$ cat src/rtl/trajectory_point_generator.sv
// Integrates one missile shell in Q.FRAC fixed point and streams on-screen points as VGA addresses (y*640 + x).
// Latency: first strobe 2 cycles after an accepted start; 3 cycles per on-screen point, 2 per above-screen step.
// No backpressure: strobes are fire-and-forget; start is ignored unless IDLE.
module trajectory_point_generator #(
    parameter int FRAC       = 4,
    parameter int GRAVITY    = 3,
    parameter int MAX_POINTS = 400,
    parameter int MAX_STEPS  = 1023
) (
    input  logic        clock,
    input  logic        resetn,
    input  logic        start,
    input  logic [9:0]  x0,
    input  logic [8:0]  y0,
    input  logic [15:0] vx,
    input  logic [15:0] vy,
    output logic [18:0] trajectory_memloc,
    output logic        trajectory_memloc_enable,
    output logic        busy,
    output logic        done,
    output logic [8:0]  point_count
);

    typedef enum logic [2:0] {
        S_IDLE,
        S_CHECK,
        S_EMIT,
        S_ADVANCE,
        S_DONE
    } state_t;

    state_t state, state_nxt;

    logic signed [15:0] px, py, vxr, vyr;
    logic [9:0]         step_cnt;

    logic signed [15:0] xi, yi;
    logic               off_screen;
    logic               limit_hit;
    logic [18:0]        yi_ext;
    logic [18:0]        memloc_calc;
    logic               do_load;
    logic               do_capture;

    assign xi = px >>> FRAC;
    assign yi = py >>> FRAC;

    assign off_screen = (xi < 16'sd0) || (xi > 16'sd639) || (yi > 16'sd479);
    assign limit_hit  = (point_count == 9'(MAX_POINTS)) || (step_cnt == 10'(MAX_STEPS));

    // Only consumed when on screen, so yi fits in 9 bits and xi in 10.
    assign yi_ext      = 19'(yi[8:0]);
    assign memloc_calc = (yi_ext << 9) + (yi_ext << 7) + 19'(xi[9:0]);

    always_comb begin
        state_nxt  = state;
        do_load    = 1'b0;
        do_capture = 1'b0;
        case (state)
            S_IDLE: begin
                if (start) begin
                    do_load   = 1'b1;
                    state_nxt = S_CHECK;
                end
            end
            S_CHECK: begin
                if (off_screen || limit_hit) begin
                    state_nxt = S_DONE;
                end else if (yi[15]) begin
                    state_nxt = S_ADVANCE;
                end else begin
                    do_capture = 1'b1;
                    state_nxt  = S_EMIT;
                end
            end
            S_EMIT:    state_nxt = S_ADVANCE;
            S_ADVANCE: state_nxt = S_CHECK;
            S_DONE:    state_nxt = S_IDLE;
            default:   state_nxt = S_IDLE;
        endcase
    end

    // Status outputs are registered from the next state so the strobe is a clean flop output.
    always_ff @(posedge clock or negedge resetn) begin
        if (!resetn) begin
            state                    <= S_IDLE;
            trajectory_memloc_enable <= 1'b0;
            busy                     <= 1'b0;
            done                     <= 1'b0;
        end else begin
            state                    <= state_nxt;
            trajectory_memloc_enable <= (state_nxt == S_EMIT);
            busy                     <= (state_nxt == S_CHECK) || (state_nxt == S_EMIT) ||
                                        (state_nxt == S_ADVANCE);
            done                     <= (state_nxt == S_DONE);
        end
    end

    always_ff @(posedge clock or negedge resetn) begin
        if (!resetn) begin
            px                <= '0;
            py                <= '0;
            vxr               <= '0;
            vyr               <= '0;
            step_cnt          <= '0;
            point_count       <= '0;
            trajectory_memloc <= '0;
        end else begin
            if (do_load) begin
                px          <= 16'(x0) << FRAC;
                py          <= 16'(y0) << FRAC;
                vxr         <= vx;
                vyr         <= vy;
                step_cnt    <= '0;
                point_count <= '0;
            end
            if (do_capture) begin
                trajectory_memloc <= memloc_calc;
            end
            if (state == S_EMIT) begin
                point_count <= point_count + 9'd1;
            end
            if (state == S_ADVANCE) begin
                px       <= px + vxr;
                py       <= py + vyr;
                vyr      <= vyr + 16'(GRAVITY);
                step_cnt <= step_cnt + 10'd1;
            end
        end
    end

endmodule

$ cat config.mk
export PLATFORM = sky130hd
export DESIGN_NAME = trajectory_point_generator
export DESIGN_NICKNAME = d
export VERILOG_FILES = /design/src/rtl/trajectory_point_generator.sv
export SDC_FILE = /design/constraint.sdc
export NUM_CORES = 1
export LEC_CHECK = 0
export BUFFER_PORTS_ARGS = -buffer_cell sky130_fd_sc_hd__buf_2
export CAP_MARGIN = 25
export CORE_MARGIN = 1
export CORE_UTILIZATION = 59
export CTS_BUF_LIST = sky130_fd_sc_hd__clkbuf_8 sky130_fd_sc_hd__clkbuf_16
export CTS_CLUSTER_DIAMETER = 200
export DETAILED_ROUTE_END_ITERATION = 12
export PLACE_DENSITY = 0.91
export REMOVE_ABC_BUFFERS = 1
export SLEW_MARGIN = 15
export SYNTH_ARGS = -nofsm -noshare
export SYNTH_HDL_FRONTEND = slang
export SYNTH_SLANG_ARGS = --single-unit
$ cat constraint.sdc
create_clock -name clock -period 3.4 [get_ports clock]
set_input_delay 0.34 -clock clock [delete_from_list [all_inputs] [get_ports clock]]
set_output_delay 0.34 -clock clock [all_outputs]
set_load 0.05 [all_outputs]
==> results <==
- After routing the design area is 7240 µm².
- After synthesis, the largest area contributor takes up 41.6% of total cell area.
- The arithmetic-cell share of the synthesized area counting full adders, half adders and majority gates is 11.1%.
- Setup violations remaining at the end of the flow were counted as 0.
- The data required time of the worst path is 3.68 ns.
- The global-route wire length before repair is 25.1 mm.
- The total CTS buffers is 9.
- CTS saw 108 sinks.
- The clock latency on the worst-skew pair is 0.39 ns.
- The netlist uses 63 different library cells.
- The slowest library cell on the worst path is sky130_fd_sc_hd__fa_1.
- The signal on the critical path passes through fa_1 > fa_1 > a21o_1 > a21oi_1 > o21bai_1 > a21oi_1 > o21ai_0 > xor2_1 > mux2_2.
- Of the total synthesized cell area, the portion taken by XOR and XNOR cells is 3.64%.
- The synthesized design spends more area on one cell type than any other, namely sky130_fd_sc_hd__dfrtp_1.
- The depth of the worst register-to-register path is 9.
- Yosys mapped a number of flops with a built-in enable equal to 0.
- The die is 107 µm tall.
- By startpoint and endpoint, the worst setup path is classified as flip-flop to flip-flop.
- The maximum VDD drop is 0.000604 V.
- The worst register-to-register path begins at px[13]$_DFFE_PN0P_.
- The synthesized instance count is 682.
- The clock input transition at the sequential cells of the worst setup and hold paths is 0.10 ns.
- The async set-or-reset flop fraction in the synthesized netlist is 100%.
- The initial antenna violation count was 1.
- The total wirelength of the detailed-routed design is 15.0 mm.
- The most repeated cell in the gate-level netlist after synthesis is sky130_fd_sc_hd__dfrtp_1.
- The number of global-route vias before repair is 5571.
- The cell area that synthesis handed to floorplanning was 6490 µm².
- The core region is 10500 µm².
- By area the synthesized netlist is led by sky130_fd_sc_hd__dfrtp_1 (42%), sky130_fd_sc_hd__ha_1 (9.8%), sky130_fd_sc_hd__nand2_1 (5.5%).
- The row count is 37.
- For this run, the number of standard cells in the final layout without fillers is 902.
- The residual DRC count is 0.
- In the final timing run, aggregate negative setup slack is 0 ns.
- The antenna violation net count after detailed routing is 0.
- The detailed-route vias per instance is 6.19.
- The number of max-slew violations in the final report is 0.
- The total instance count after detailed placement is 885.
- The floorplan step defined a die boundary enclosing 11400 µm².
- The overall overflow remaining after global route is 0.
- Max-cap violations in this run came to 0.
- The area growth from synthesis to layout is 11.5%.
- Input and output buffers added on the ports amount to 84.
- The achievable frequency is 339 MHz.
- The tree is rooted in a sky130_fd_sc_hd__clkbuf_8.
- The detailed placement HPWL is 10.8 mm.
- The worst pin sits at a relative slew slack of 54.0%.
- In this run, synthesis produced a sequential element count of 108.
- In this design, the stage delay of the slowest critical-path cell is 0.55 ns.
- The worst register-to-register path ends at trajectory_memloc[16]$_DFFE_PN0P_.
- The flow ran to the end, but the final reports show violations.
- The worst setup path is captured at a flip-flop.
- The synthesized netlist devotes 20.5% of its cell area to compound gates.
- STA classifies the critical path startpoint as a flip-flop.
- The total routing resource utilization after global routing is 27.8%.
- Summing all placed instances gives a cell area of 7040 µm².
- Entering global routing, the biggest net connects 109 pins.
- The worst register-to-register path has a setup slack of 0.45 ns.
- The detailed-route wire length per cell is 16.6 µm.
- The congestion estimate from routability-driven global placement came to 0.885.
- Of all nets on the critical path, the largest fanout is 4.
- The largest clock skew in the final design is 0.00892 ns.
- The synthesized netlist devotes 17.1% of its cell area to simple gates.
- The share of the Yosys chip area taken by registers is 41.6%.
- The starting DRC count in detailed routing is 352.
- The mean cell area of the mapped netlist is 9.52 µm².
- The min-delay analysis places its worst path in the category input port to asynchronous set/reset pin.
- In the synthesized netlist the dominant register cell turns out to be sky130_fd_sc_hd__dfrtp_1.
- The effective utilization at floorplan is 61.8%.
- The final period demand of the worst path is 2.95 ns.
- Of the cells placed in the final design, the portion with a size suffix greater than 1 is 18.7%.
- The clock passes through at most 2 buffers.
- Once the clock tree was built, the setup fixing pass inserted 0 buffers.
- Setup repair after global routing left no endpoint under its margin.
- Hold repair after CTS inserted 0 buffers.
- The power density over cell area is 1110 nW/µm².
- The measured slew at the worst slew-check pin is 0.689 ns.
- In the synthesized netlist, the cells that appear most often are sky130_fd_sc_hd__dfrtp_1 (108), sky130_fd_sc_hd__nand2_1 (95), sky130_fd_sc_hd__o21ai_0 (64).
- Gates resized during post-CTS repair numbered 0.
- The multiplexer share of the synthesized area is 3.45%.
- The I/O pin total is 85.
- The final layout net count is 869.
- For this block, the via count after detailed routing is 5585.
- In this run the static leakage power is 3.42 nW.
- The count of final hold-check violations was 2.
- After layout, the worst path uses 86.8% of the clock period.
- The arrival time of data at the critical path endpoint is 3.23 ns.
- The width of the chip is 107 µm.
- The final reports fail on hold timing.
- TritonCTS built the clock tree.
- By area, the combinational part of the netlist is dominated by compound AO/OA/AOI/OAI gates.
- Across all hold checks on the routed design, the worst slack comes to -0.00977 ns.
- Yosys printed 0 warnings.
- The first detailed-routing pass took 5 iterations.
- The maximum level of the CTS H-tree is 3.
[worst max-delay path, delay by kind of cell, from the launching register on]
| kind | cells | cell delay (ns) |
|---|---|---|
| compound gates | 5 | 0.92 |
| flops | 1 | 0.45 |
| fa+ha+maj | 2 | 1.05 |
| xor+xnor | 1 | 0.16 |
| mux | 1 | 0.27 |
[flip-flops by register name (all words and copies together) (netlist names), 3 cells and up]
signal and flops:
step_cnt 10, py 16, vyr 16, point_count 9, vxr 16, trajectory_memloc 19
px 16, state 3
[cell type report]
class,count,area [µm²]
Multi-Input combinational cell,535,3620
Fill cell,760,3270
Sequential cell,108,2700
Timing Repair Buffer,92,495
Clock buffer,13,179
Tap cell,136,170
Inverter,14,52.6
Clock inverter,3,20.0
Antenna cell,1,2.50
[through the flow]
stage,worst slack (ns),util [%],power (W)
final,0.448,68.9,0.00804
after global routing,0.243,68.9,0.00873
after CTS,0.453,68.9,0.00803
after detailed placement,0.484,67.0,0.00722
after global placement,0.554,67.0,0.00695
after floorplan,0.443,-,0.00606
[logic make-up after synthesis]
| group | Yosys count |
|---|---|
| AND/OR/NAND/NOR | 230 |
| XOR/XNOR | 27 |
| AO/OA/AOI/OAI | 203 |
| adder cells (fa/ha/maj) | 55 |
| buffers and inverters | 39 |
| flip-flops | 108 |
| multiplexers | 20 |
[cells in the final DEF, fill, tap and decap left out, drive strengths merged, types with 10 or more instances in the layout]
cell type / instances
mux2: 16
dfrtp: 108
o21ai: 64
ha: 51
xnor2: 14
nor2: 46
a211oi: 10
clkbuf: 13
a21o: 12
a22oi: 16
buf: 92
nand3: 22
xor2: 13
nand4: 15
nand2: 95
inv: 15
nor3: 10
a21oi: 41
[where the power goes]
part | internal [W] | total, W | switching [W]
combinational | 0.00198 | 0.00494 | 0.00296
sequential | 0.00181 | 0.00232 | 0.000504
clock | 0.000346 | 0.000779 | 0.000433
[worst max-delay path by stage]
stage / start / to / slack (ns) / depth (start not counted)
final: px[13]$_DFFE_PN0P_ / trajectory_memloc[16]$_DFFE_PN0P_ / 0.45 / 9
after global routing: px[13]$_DFFE_PN0P_ / trajectory_memloc[16]$_DFFE_PN0P_ / 0.24 / 9
after CTS: px[13]$_DFFE_PN0P_ / trajectory_memloc[16]$_DFFE_PN0P_ / 0.45 / 9
after detailed placement: px[13]$_DFFE_PN0P_ / trajectory_memloc[16]$_DFFE_PN0P_ / 0.48 / 9
after global placement: px[13]$_DFFE_PN0P_ / trajectory_memloc[16]$_DFFE_PN0P_ / 0.55 / 9
after floorplan: point_count[0]$_DFFE_PN0P_ / trajectory_memloc[17]$_DFFE_PN0P_ / 0.44 / 9
[per-layer routing]
layer	share of wire [%]	track usage, %
met1	41	33.3
met2	51	49.1
met3	5.7	6.32
met4	2.0	9.20
met5	0	0
Power figures use the tool's default switching activity.
